**config.mk**
```make
export PLATFORM = sky130hd
export DESIGN_NAME = port_a_arbiter
export DESIGN_NICKNAME = d
export VERILOG_FILES = /design/src/rtl/port_a_arbiter.sv
export SDC_FILE = /design/constraint.sdc
export NUM_CORES = 1
export LEC_CHECK = 0
export ABC_CLOCK_PERIOD_IN_PS = 3160
export BUFFER_PORTS_ARGS = -buffer_cell sky130_fd_sc_hd__buf_2
export CORE_ASPECT_RATIO = 2
export CORE_MARGIN = 5
export CORE_UTILIZATION = 45
export DETAILED_ROUTE_END_ITERATION = 10
export PLACE_DENSITY = 0.76
export SYNTH_ARGS = -nofsm -noshare
export SYNTH_HDL_FRONTEND = slang
export SYNTH_SLANG_ARGS = --single-unit
```
**constraint.sdc**
```tcl
create_clock -name clk_i -period 3.16 [get_ports clk_i]
set_input_delay 0.158 -clock clk_i [delete_from_list [all_inputs] [get_ports clk_i]]
set_output_delay 0.158 -clock clk_i [all_outputs]
set_load 0.01 [all_outputs]
```
**src/rtl/port_a_arbiter.sv**
```systemverilog
// Port-A arbiter: VGA reads win over FIFO-buffered input writes; a starvation counter forces a write after STARVE_MAX reads.
// Grant to mem_* takes 1 cycle and read data returns 2 cycles after the strobe; in_ready drops only when the FIFO is full.
module port_a_arbiter #(
  parameter int FIFO_DEPTH = 4,
  parameter int STARVE_MAX = 7
) (
  input  logic                                 clk_i,
  input  logic                                 reset_i,
  input  logic                                 enable_i,
  input  logic                                 vga_req_i,
  input  logic [14:0]                          vga_addr_i,
  output logic                                 vga_ack_o,
  output logic                                 vga_rvalid_o,
  output logic [15:0]                          vga_rdata_o,
  input  logic                                 in_valid_i,
  output logic                                 in_ready_o,
  input  logic [23:0]                          in_addr_i,
  input  logic [15:0]                          in_data_i,
  output logic                                 mem_en_o,
  output logic                                 mem_we_o,
  output logic [23:0]                          mem_addr_o,
  output logic [15:0]                          mem_din_o,
  input  logic [15:0]                          mem_dout_i,
  output logic [$clog2(FIFO_DEPTH+1)-1:0]      fifo_level_o
);

  localparam int AW = $clog2(FIFO_DEPTH);
  localparam int LW = $clog2(FIFO_DEPTH + 1);
  localparam int SW = $clog2(STARVE_MAX + 1);

  logic [23:0]   fifo_addr_q [FIFO_DEPTH];
  logic [15:0]   fifo_data_q [FIFO_DEPTH];
  logic [AW-1:0] wr_ptr_q, rd_ptr_q;
  logic [LW-1:0] level_q, level_d;
  logic [SW-1:0] starve_q, starve_d;

  logic          mem_en_q, mem_we_q;
  logic [23:0]   mem_addr_q;
  logic [15:0]   mem_din_q;
  logic          vga_ack_q;
  logic          rd_pend_q;
  logic          rvalid_q;
  logic [15:0]   rdata_q;

  logic fifo_empty, fifo_full, push, pop, grant_rd, grant_wr;

  assign fifo_empty = (level_q == '0);
  assign fifo_full  = (level_q == LW'(FIFO_DEPTH));
  assign in_ready_o = reset_i && !fifo_full;
  assign push       = in_valid_i && in_ready_o;

  // VGA keeps priority until the starvation counter saturates with a write waiting.
  assign grant_rd = enable_i && vga_req_i && (fifo_empty || (starve_q < SW'(STARVE_MAX)));
  assign grant_wr = enable_i && !grant_rd && !fifo_empty;
  assign pop      = grant_wr;

  always_comb begin
    level_d = level_q;
    if (push && !pop) begin
      level_d = level_q + LW'(1);
    end else if (pop && !push) begin
      level_d = level_q - LW'(1);
    end
  end

  always_comb begin
    starve_d = starve_q;
    if (enable_i) begin
      if (grant_wr || fifo_empty) begin
        starve_d = '0;
      end else if (grant_rd && (starve_q != SW'(STARVE_MAX))) begin
        starve_d = starve_q + SW'(1);
      end
    end
  end

  always_ff @(posedge clk_i) begin
    if (push) begin
      fifo_addr_q[wr_ptr_q] <= in_addr_i;
      fifo_data_q[wr_ptr_q] <= in_data_i;
    end
  end

  always_ff @(posedge clk_i) begin
    if (!reset_i) begin
      wr_ptr_q   <= '0;
      rd_ptr_q   <= '0;
      level_q    <= '0;
      starve_q   <= '0;
      mem_en_q   <= 1'b0;
      mem_we_q   <= 1'b0;
      mem_addr_q <= '0;
      mem_din_q  <= '0;
      vga_ack_q  <= 1'b0;
      rd_pend_q  <= 1'b0;
      rvalid_q   <= 1'b0;
      rdata_q    <= '0;
    end else begin
      level_q  <= level_d;
      starve_q <= starve_d;
      if (push) begin
        wr_ptr_q <= wr_ptr_q + AW'(1);
      end
      if (pop) begin
        rd_ptr_q <= rd_ptr_q + AW'(1);
      end
      mem_en_q  <= grant_rd || grant_wr;
      mem_we_q  <= grant_wr;
      vga_ack_q <= grant_rd;
      if (grant_rd) begin
        mem_addr_q <= {9'b0, vga_addr_i};
      end else if (grant_wr) begin
        mem_addr_q <= fifo_addr_q[rd_ptr_q];
        mem_din_q  <= fifo_data_q[rd_ptr_q];
      end
      // Memory answers one cycle after the strobe; capture it on the following edge.
      rd_pend_q <= mem_en_q && !mem_we_q;
      rvalid_q  <= rd_pend_q;
      if (rd_pend_q) begin
        rdata_q <= mem_dout_i;
      end
    end
  end

  assign mem_en_o     = mem_en_q;
  assign mem_we_o     = mem_we_q;
  assign mem_addr_o   = mem_addr_q;
  assign mem_din_o    = mem_din_q;
  assign vga_ack_o    = vga_ack_q;
  assign vga_rvalid_o = rvalid_q;
  assign vga_rdata_o  = rdata_q;
  assign fifo_level_o = level_q;

endmodule
```
==> summary.log, run 1 <==
INFO  route          postRouteAntennaNets=0
INFO  pwr            power_frac_seq=49.3%
INFO  setup_path     worstSetupStartpointType=register
INFO  finish         final_common_cell=sky130_fd_sc_hd__edfxtp_1
INFO  clock_tree     post_cts.resized_instances=0
INFO  clock_tree     clk_pin_slew=0.07ns
INFO  setup_path     timing.setup.critical_path_class=register to register
INFO  timing         min_period_over_period=80.4%
INFO  floorplanning  floorplan.rows=71
INFO  global_route   grt_max_degree=45
INFO  timing         period_needed=2.54ns
INFO  timing         totalNegativeSetupSlack=0ns
INFO  pwr            power_frac_comb=18.6%
INFO  pwr            power_switching=0.00201W
INFO  setup_path     path_delay_family=adder cells
INFO  route          detail_route.drc_violations=0
INFO  finish         area_delta_synth_final=28.2%
INFO  timing         report.final.hold_viol_count=0
INFO  setup_path     crit_path_top_delay_cell=sky130_fd_sc_hd__dfxtp_1
INFO  setup_path     timing.critical_path.arrival=2.96ns
INFO  logic_synthesis postSynthCellCount=502
INFO  finish         final_core_util=58.2%
INFO  logic_synthesis postSynthAreaPerCell=17.0µm²
INFO  pwr            p_leak=4.05nW
INFO  clock_tree     cts_tree=built
INFO  logic_synthesis synth.top_cells.by_area=sky130_fd_sc_hd__edfxtp_1 (56%), sky130_fd_sc_hd__dfxtp_1 (17%), sky130_fd_sc_hd__mux4_2 (11%)
INFO  finish         diodes=0
INFO  placed_design  dp_hpwl=12.7mm
INFO  floorplanning  dieArea=21,900µm²
INFO  floorplanning  coreArea=18,700µm²
INFO  placed_design  post_dp_cell_area=9520µm²
INFO  clock_tree     cts_max_path_buffers=3
INFO  placed_design  final_weighted_congestion_of_routability_driven_global_placement=0.785
INFO  timing         hold_ws=0.0829ns
INFO  pwr            power.share.switching=26.0%
INFO  floorplanning  effective_utilization_at_floorplan=45.4%
INFO  setup_path     required=3.58ns
INFO  timing         fmax=0.393GHz
INFO  setup_path     crit_buf_inv=1
INFO  global_route   grt_pass1_wl=29.4mm
INFO  setup_path     logic_depth_of_the_worst_setup_path_including_buffers=8
INFO  logic_synthesis synth.distinct_cells=39
INFO  timing         finalSetupViolations=0
INFO  pwr            p_per_area=707nW/µm²
INFO  route          routed_via_density=5.11
INFO  clock_tree     cts_made_buffers=20
INFO  timing         final_max_slew_viol_count=0
INFO  logic_synthesis synth_sequential_area_ratio=73.6%
INFO  floorplanning  pin_count=140
INFO  global_route   overall_overflow_remaining_after_global_route=0
INFO  route          via_count=5,067
INFO  logic_synthesis synth_edf_count=160
INFO  floorplanning  die_width=107µm
INFO  logic_synthesis synth_largest_area_cell=sky130_fd_sc_hd__edfxtp_1
INFO  clock_tree     clock_sink_count=233
INFO  timing         unrepaired_setup_endpoints_after_global_routing=no
INFO  setup_path     cp_cell_sequence=nor2_1, a211oi_2, ha_1, inv_1, fa_1, xor2_1, or3_1, a21oi_1
INFO  placed_design  io_buffer_count=139
INFO  flow_run       max_cap_violations=0
INFO  global_route   antenna_found_initial=0
INFO  logic_synthesis yosys_warnings=0
INFO  setup_path     endpoint_kind=register
INFO  clock_tree     hold_buffers=71
INFO  clock_tree     clock-root-buffer=sky130_fd_sc_hd__clkbuf_16
INFO  timing         worst_slew_pin_slew=0.996ns
INFO  logic_synthesis synth_fp_nets=586
INFO  clock_tree     clock_latency=0.49ns
INFO  outcome        status=completed
INFO  finish         layout_common_cells=sky130_fd_sc_hd__edfxtp_1 (160), sky130_fd_sc_hd__buf_2 (139), sky130_fd_sc_hd__dfxtp_1 (72)
INFO  route          finalWirelength=18.8mm
INFO  setup_path     critical-path-max-stage-delay=0.50ns
INFO  logic_synthesis dominant_synthesized_flop_cell=sky130_fd_sc_hd__edfxtp_1
INFO  floorplanning  die_height=204µm
INFO  clock_tree     cts_max_level=1
INFO  min_path       timing.hold.worst.class=input port to register
INFO  setup_path     crit_path_max_fanout=8
INFO  pwr            p_int=0.00570W
INFO  setup_path     rr_worst_depth=8
INFO  finish         layout.cell_area.non_filler=10,900µm²
INFO  clock_tree     cts_setup_buffers=0
INFO  global_route   first_global_vias=5,524
INFO  logic_synthesis post-synth-top-area-fraction=56.5%
INFO  finish         post_route_cells_drive_above_1_share=32.0%
INFO  global_route   grt_util_all_layers=17.3%
INFO  route          drtPass1Iterations=4
INFO  timing         final.setup_skew=0.0101ns
INFO  logic_synthesis async_reset_ff_share=0%
INFO  route          first_iter_violations=279
INFO  pwr            power.clock.fraction=32.1%
INFO  route          route.detailed.wl_per_inst=19.0µm
INFO  logic_synthesis ys_seq_elements=233
INFO  finish         design.final.nets=807
INFO  logic_synthesis syn-cell-area=8510µm²
INFO  pwr            power.ir.vdd_worst=0.492mV
INFO  timing         slew_headroom=33.5%
INFO  min_path       worst_hold_path.num_cells=3
layout make-up:
cell class | count | area (µm²)
flip-flops and latches | 233 | 6270
clock inverters | 10 | 109
clock buffers | 26 | 564
repair buffers | 225 | 1520
inverters | 6 | 23.8
well taps | 255 | 319
fillers | 1411 | 7840
multi-input cells | 237 | 2110
state kept, by name, summed over array words and instances (netlist names), 3 cells and up, named ones only:
register / count
fifo_addr_q: 96
vga_rdata_o: 16
fifo_data_q: 64
fifo_level_o: 3
mem_din_o: 16
mem_addr_o: 24
starve_q: 3
synth_stat cells (7+ instances only):
cell type	n
sky130_fd_sc_hd__a21oi_1	32
sky130_fd_sc_hd__a221o_1	11
sky130_fd_sc_hd__and3_1	12
sky130_fd_sc_hd__buf_2	9
sky130_fd_sc_hd__clkbuf_1	11
sky130_fd_sc_hd__dfxtp_1	73
sky130_fd_sc_hd__edfxtp_1	160
sky130_fd_sc_hd__ha_1	7
sky130_fd_sc_hd__mux2i_1	18
sky130_fd_sc_hd__mux4_2	40
sky130_fd_sc_hd__nand2_1	56
sky130_fd_sc_hd__nor2_1	25
per-stage QoR:
| stage | power (W) | worst slack, ns | std cells |
|---|---|---|---|
| after detailed placement | 0.00526 | 0.633 | 885 |
| after floorplan | 0.00475 | 0.634 | 502 |
| after CTS | 0.00779 | 0.616 | 992 |
| after global placement | 0.00519 | 0.783 | 885 |
| after global routing | 0.00807 | 0.454 | 992 |
| final | 0.00771 | 0.618 | 992 |
worst register-to-register path, cell delays in order (launching register included):
cell	delay [ns]
sky130_fd_sc_hd__dfxtp_1	0.50
sky130_fd_sc_hd__nor2_1	0.13
sky130_fd_sc_hd__a211oi_2	0.48
sky130_fd_sc_hd__ha_1	0.27
sky130_fd_sc_hd__inv_1	0.07
sky130_fd_sc_hd__fa_1	0.39
sky130_fd_sc_hd__xor2_1	0.18
sky130_fd_sc_hd__or3_1	0.30
sky130_fd_sc_hd__a21oi_1	0.14
power by group through the flow:
stage	combinational (W)	clock, W	sequential, W
global route	0.00157	0.00265	0.00385
global placement	0.00133	0	0.00385
finish	0.00143	0.00247	0.00380
detailed placement	0.00138	0	0.00388
CTS	0.00146	0.00252	0.00381
floorplan	0.000954	0	0.00380
routing by layer:
| layer | wire (µm) | track usage (%) |
|---|---|---|
| met5 | 0 | 0 |
| met4 | 459 | 5.76 |
| met3 | 1120 | 2.62 |
| met2 | 10900 | 33.5 |
| met1 | 6360 | 18.8 |
worst paths after layout:
path                                              startpoint                            to  slack [ns]
worst min register to register           mem_we_o$_SDFF_PN0_          rd_pend_q$_SDFF_PN0_        0.42
worst min-delay path                                 reset_i          rd_pend_q$_SDFF_PN0_        0.08
worst max-delay path            fifo_level_o[0]$_SDFFE_PN0P_  fifo_level_o[2]$_SDFFE_PN0P_        0.62
worst max register to register  fifo_level_o[0]$_SDFFE_PN0P_  fifo_level_o[2]$_SDFFE_PN0P_        0.62
cell families (layout without fill, tap and decap cells):
group | count (synthesis) | in the layout | share of synthesized area [%]
multiplexers | 59 | 59 | 12.8
AND/OR/NAND/NOR | 106 | 106 | 5.40
AO/OA/AOI/OAI | 60 | 60 | 4.69
buffers and inverters | 32 | 267 | 1.78
flip-flops | 233 | 233 | 73.6
adder cells (fa/ha/maj) | 8 | 8 | 1.26
XOR/XNOR | 4 | 4 | 0.412
No activity file was read; power rests on OpenSTA's default activity.
==> inputs of run 2 (changes only) <==
--- a/config.mk
+++ b/config.mk
@@ -5,13 +5,14 @@
 export SDC_FILE = /design/constraint.sdc
 export NUM_CORES = 1
 export LEC_CHECK = 0
-export ABC_CLOCK_PERIOD_IN_PS = 3160
+export ABC_AREA = 1
+export ABC_CLOCK_PERIOD_IN_PS = 2140
 export BUFFER_PORTS_ARGS = -buffer_cell sky130_fd_sc_hd__buf_2
 export CORE_ASPECT_RATIO = 2
 export CORE_MARGIN = 5
 export CORE_UTILIZATION = 45
 export DETAILED_ROUTE_END_ITERATION = 10
-export PLACE_DENSITY = 0.76
+export PLACE_DENSITY = 0.78
 export SYNTH_ARGS = -nofsm -noshare
 export SYNTH_HDL_FRONTEND = slang
 export SYNTH_SLANG_ARGS = --single-unit
==> constraint.sdc (replaced) <==
create_clock -name clk_i -period 2.14 [get_ports clk_i]
set_input_delay 0.107 -clock clk_i [delete_from_list [all_inputs] [get_ports clk_i]]
set_output_delay 0.107 -clock clk_i [all_outputs]
set_load 0.01 [all_outputs]
==> summary.log, run 2 <==
INFO  clock_tree     clock_latency=0.49ns
INFO  timing         slew_headroom=52.5%
INFO  pwr            power.ir.vdd_worst=0.604mV
INFO  floorplanning  pin_count=140
INFO  floorplanning  effective_utilization_at_floorplan=45.6%
INFO  timing         report.final.hold_viol_count=0
INFO  timing         hold_ws=0.0957ns
INFO  placed_design  dp_hpwl=13.4mm
INFO  setup_path     timing.setup.critical_path_class=register to register
INFO  finish         diodes=0
INFO  flow_run       max_cap_violations=0
INFO  finish         area_delta_synth_final=28.1%
INFO  clock_tree     clk_pin_slew=0.07ns
INFO  finish         design.final.nets=1,136
INFO  timing         final.setup_skew=0.00709ns
INFO  global_route   antenna_found_initial=0
INFO  clock_tree     clock_sink_count=233
INFO  finish         post_route_cells_drive_above_1_share=20.4%
INFO  setup_path     worstSetupStartpointType=register
INFO  clock_tree     cts_max_level=1
INFO  logic_synthesis dominant_synthesized_flop_cell=sky130_fd_sc_hd__edfxtp_1
INFO  setup_path     crit_path_max_fanout=5
INFO  logic_synthesis yosys_warnings=0
INFO  timing         worst_slew_pin_slew=0.711ns
INFO  finish         number_of_flip_flops_under_the_largest_register_name=96
INFO  timing         fmax=0.510GHz
INFO  route          route.detailed.wl_per_inst=15.9µm
INFO  logic_synthesis synth_fp_nets=923
INFO  route          finalWirelength=21.1mm
INFO  setup_path     timing.reg2reg.setup_slack=0.18ns
INFO  clock_tree     clock-root-buffer=sky130_fd_sc_hd__clkbuf_16
INFO  logic_synthesis synth.top_cells.by_area=sky130_fd_sc_hd__edfxtp_1 (53%), sky130_fd_sc_hd__dfxtp_1 (16%), sky130_fd_sc_hd__nor2_1 (7.2%)
INFO  setup_path     reg2reg_from=fifo_level_o[1]$_SDFFE_PN0P_
INFO  floorplanning  die_width=110µm
INFO  outcome        status=completed
INFO  clock_tree     cts_max_path_buffers=3
INFO  timing         min_period_over_period=91.7%
INFO  global_route   overall_overflow_remaining_after_global_route=0
INFO  min_path       min_from=vga_req_i
INFO  route          drtPass1Iterations=4
INFO  floorplanning  dieArea=23,300µm²
INFO  logic_synthesis postSynthAreaPerCell=10.8µm²
INFO  min_path       worst_hold_path.num_cells=6
INFO  logic_synthesis yosys-top-cells-count=sky130_fd_sc_hd__nor2_1 (174), sky130_fd_sc_hd__edfxtp_1 (160), sky130_fd_sc_hd__nand2_1 (113)
INFO  route          postRouteAntennaNets=0
INFO  timing         finalSetupViolations=0
INFO  setup_path     required=2.52ns
INFO  floorplanning  coreArea=19,900µm²
INFO  logic_synthesis most_numerous_cell_in_the_yosys_netlist=sky130_fd_sc_hd__nor2_1
INFO  setup_path     endpoint_kind=register
INFO  logic_synthesis async_reset_ff_share=0%
INFO  timing         final_max_slew_viol_count=0
INFO  pwr            p_leak=4.80nW
INFO  min_path       timing.hold.worst.class=input port to register
INFO  clock_tree     cts_made_buffers=20
INFO  setup_path     timing.critical_path.arrival=2.34ns
INFO  logic_synthesis synth_sequential_area_ratio=69.0%
INFO  global_route   grt_max_degree=61
INFO  global_route   first_global_vias=6,640
INFO  clock_tree     cts_tree=built
INFO  logic_synthesis synth.distinct_cells=28
INFO  min_path       hold_path_end=mem_addr_o[3]$_SDFFE_PN0P_
INFO  logic_synthesis ys_seq_elements=233
INFO  setup_path     timing.rr.end=fifo_level_o[2]$_SDFFE_PN0P_
INFO  finish         layout_common_cells=sky130_fd_sc_hd__nor2_1 (170), sky130_fd_sc_hd__edfxtp_1 (160), sky130_fd_sc_hd__buf_2 (139)
INFO  floorplanning  floorplan.rows=73
INFO  finish         final_core_util=58.4%
INFO  route          routed_via_density=5.00
INFO  finish         final_common_cell=sky130_fd_sc_hd__nor2_1
INFO  timing         totalNegativeSetupSlack=0ns
INFO  floorplanning  die_height=211µm
INFO  global_route   grt_pass1_wl=33.8mm
INFO  clock_tree     cts_setup_buffers=0
INFO  pwr            p_per_area=1010nW/µm²
INFO  timing         period_needed=1.96ns
INFO  logic_synthesis syn-cell-area=9070µm²
INFO  finish         regMostFlops=fifo_addr_q
INFO  placed_design  final_weighted_congestion_of_routability_driven_global_placement=0.778
INFO  setup_path     rr_worst_depth=12
INFO  placed_design  io_buffer_count=139
INFO  route          via_count=6,641
INFO  route          detail_route.drc_violations=0
INFO  global_route   grt_util_all_layers=17.9%
INFO  route          first_iter_violations=410
INFO  logic_synthesis synth_edf_count=160
INFO  logic_synthesis post-synth-top-area-fraction=52.9%
INFO  timing         unrepaired_setup_endpoints_after_global_routing=no
INFO  logic_synthesis postSynthCellCount=839
INFO  logic_synthesis synth_largest_area_cell=sky130_fd_sc_hd__edfxtp_1
-- run 2: cell types whose count changed after synthesis, sizes merged, moves of 8 or more --
cell	change
o22ai	+17
a21oi	-13
nand3	+44
nand2	+64
mux4	-40
a221o	-11
o21ai	+101
mux2i	-18
o211ai	+9
and3	-12
nor2	+153
clkbuf	+9
buf	+8
inv	+51
-- run 2: timing repair --
item | 4_1_cts | 5_1_grt
resized for setup | 0 | 3
hold buffers | 72 | 0
endpoints found under the setup margin | 0 | 1
endpoints found under the hold margin | 192 | 0
-- run 2: metrics by stage --
stage / cell area (µm²) / std cells / setup slack (ns) / total power (W)
floorplan: 9110 / 839 / 0.0191 / 0.00678
finish: 11600 / 1328 / 0.178 / 0.0117
global route: 11600 / 1328 / 0.0133 / 0.0123
global placement: 10100 / 1220 / 0.116 / 0.00743
detailed placement: 10100 / 1220 / 0.101 / 0.00749
CTS: 11600 / 1328 / 0.0703 / 0.0118
-- run 2: layout make-up --
type / count / area, µm²
Clock buffer: 24 / 537
Clock inverter: 12 / 245
Fill cell: 1676 / 8290
Inverter: 57 / 221
Multi-Input combinational cell: 506 / 2410
Sequential cell: 233 / 6270
Tap cell: 262 / 328
Timing Repair Buffer: 234 / 1610
-- run 2: kinds of logic after synthesis --
| group | Yosys count | share of synthesized area (%) |
|---|---|---|
| XOR/XNOR | 1 | 0.0965 |
| adder cells (fa/ha/maj) | 8 | 1.19 |
| AO/OA/AOI/OAI | 151 | 8.81 |
| flip-flops | 233 | 69.0 |
| buffers and inverters | 100 | 4.83 |
| AND/OR/NAND/NOR | 346 | 16.0 |
-- run 2: metal layers --
layer  vias up  wire length (µm)  part of all wire (%)  global-route usage, %
met5         -                 0                     0                      0
met4         0               736                   3.5                   7.31
met3        44               929                   4.4                   2.87
met2       163             12000                    57                   35.7
met1      3172              7460                    35                   18.2
li1       3262                 -                     -                      -
-- run 2: critical path, cell delays in order, from the launching register on --
cell and delay (ns):
sky130_fd_sc_hd__dfxtp_2 0.35, sky130_fd_sc_hd__nor2_4 0.15, sky130_fd_sc_hd__nand2_4 0.10, sky130_fd_sc_hd__nand2_4 0.12, sky130_fd_sc_hd__nand2_8 0.07, sky130_fd_sc_hd__nand2_8 0.05, sky130_fd_sc_hd__ha_1 0.14, sky130_fd_sc_hd__inv_1 0.07
sky130_fd_sc_hd__fa_1 0.37, sky130_fd_sc_hd__a21oi_1 0.15, sky130_fd_sc_hd__o21ai_1 0.09, sky130_fd_sc_hd__o21ai_1 0.14, sky130_fd_sc_hd__a21oi_1 0.05
-- run 2: how the worst max path moves through the flow --
stage	from	end	slack [ns]	depth (start not counted)
after floorplan	fifo_level_o[1]$_SDFFE_PN0P_	fifo_level_o[2]$_SDFFE_PN0P_	0.02	13
after global placement	fifo_level_o[1]$_SDFFE_PN0P_	fifo_level_o[2]$_SDFFE_PN0P_	0.12	12
after detailed placement	fifo_level_o[1]$_SDFFE_PN0P_	fifo_level_o[2]$_SDFFE_PN0P_	0.10	12
after CTS	fifo_level_o[1]$_SDFFE_PN0P_	fifo_level_o[2]$_SDFFE_PN0P_	0.07	12
after global routing	fifo_level_o[1]$_SDFFE_PN0P_	fifo_level_o[2]$_SDFFE_PN0P_	0.01	12
final	fifo_level_o[1]$_SDFFE_PN0P_	fifo_level_o[2]$_SDFFE_PN0P_	0.18	12
-- run 2: power breakdown --
group          leakage (nW)  switching, W  internal (W)
Combinational          2.36       0.00136      0.000779
Sequential             2.05      0.000174       0.00518
Clock                 0.380       0.00158       0.00265
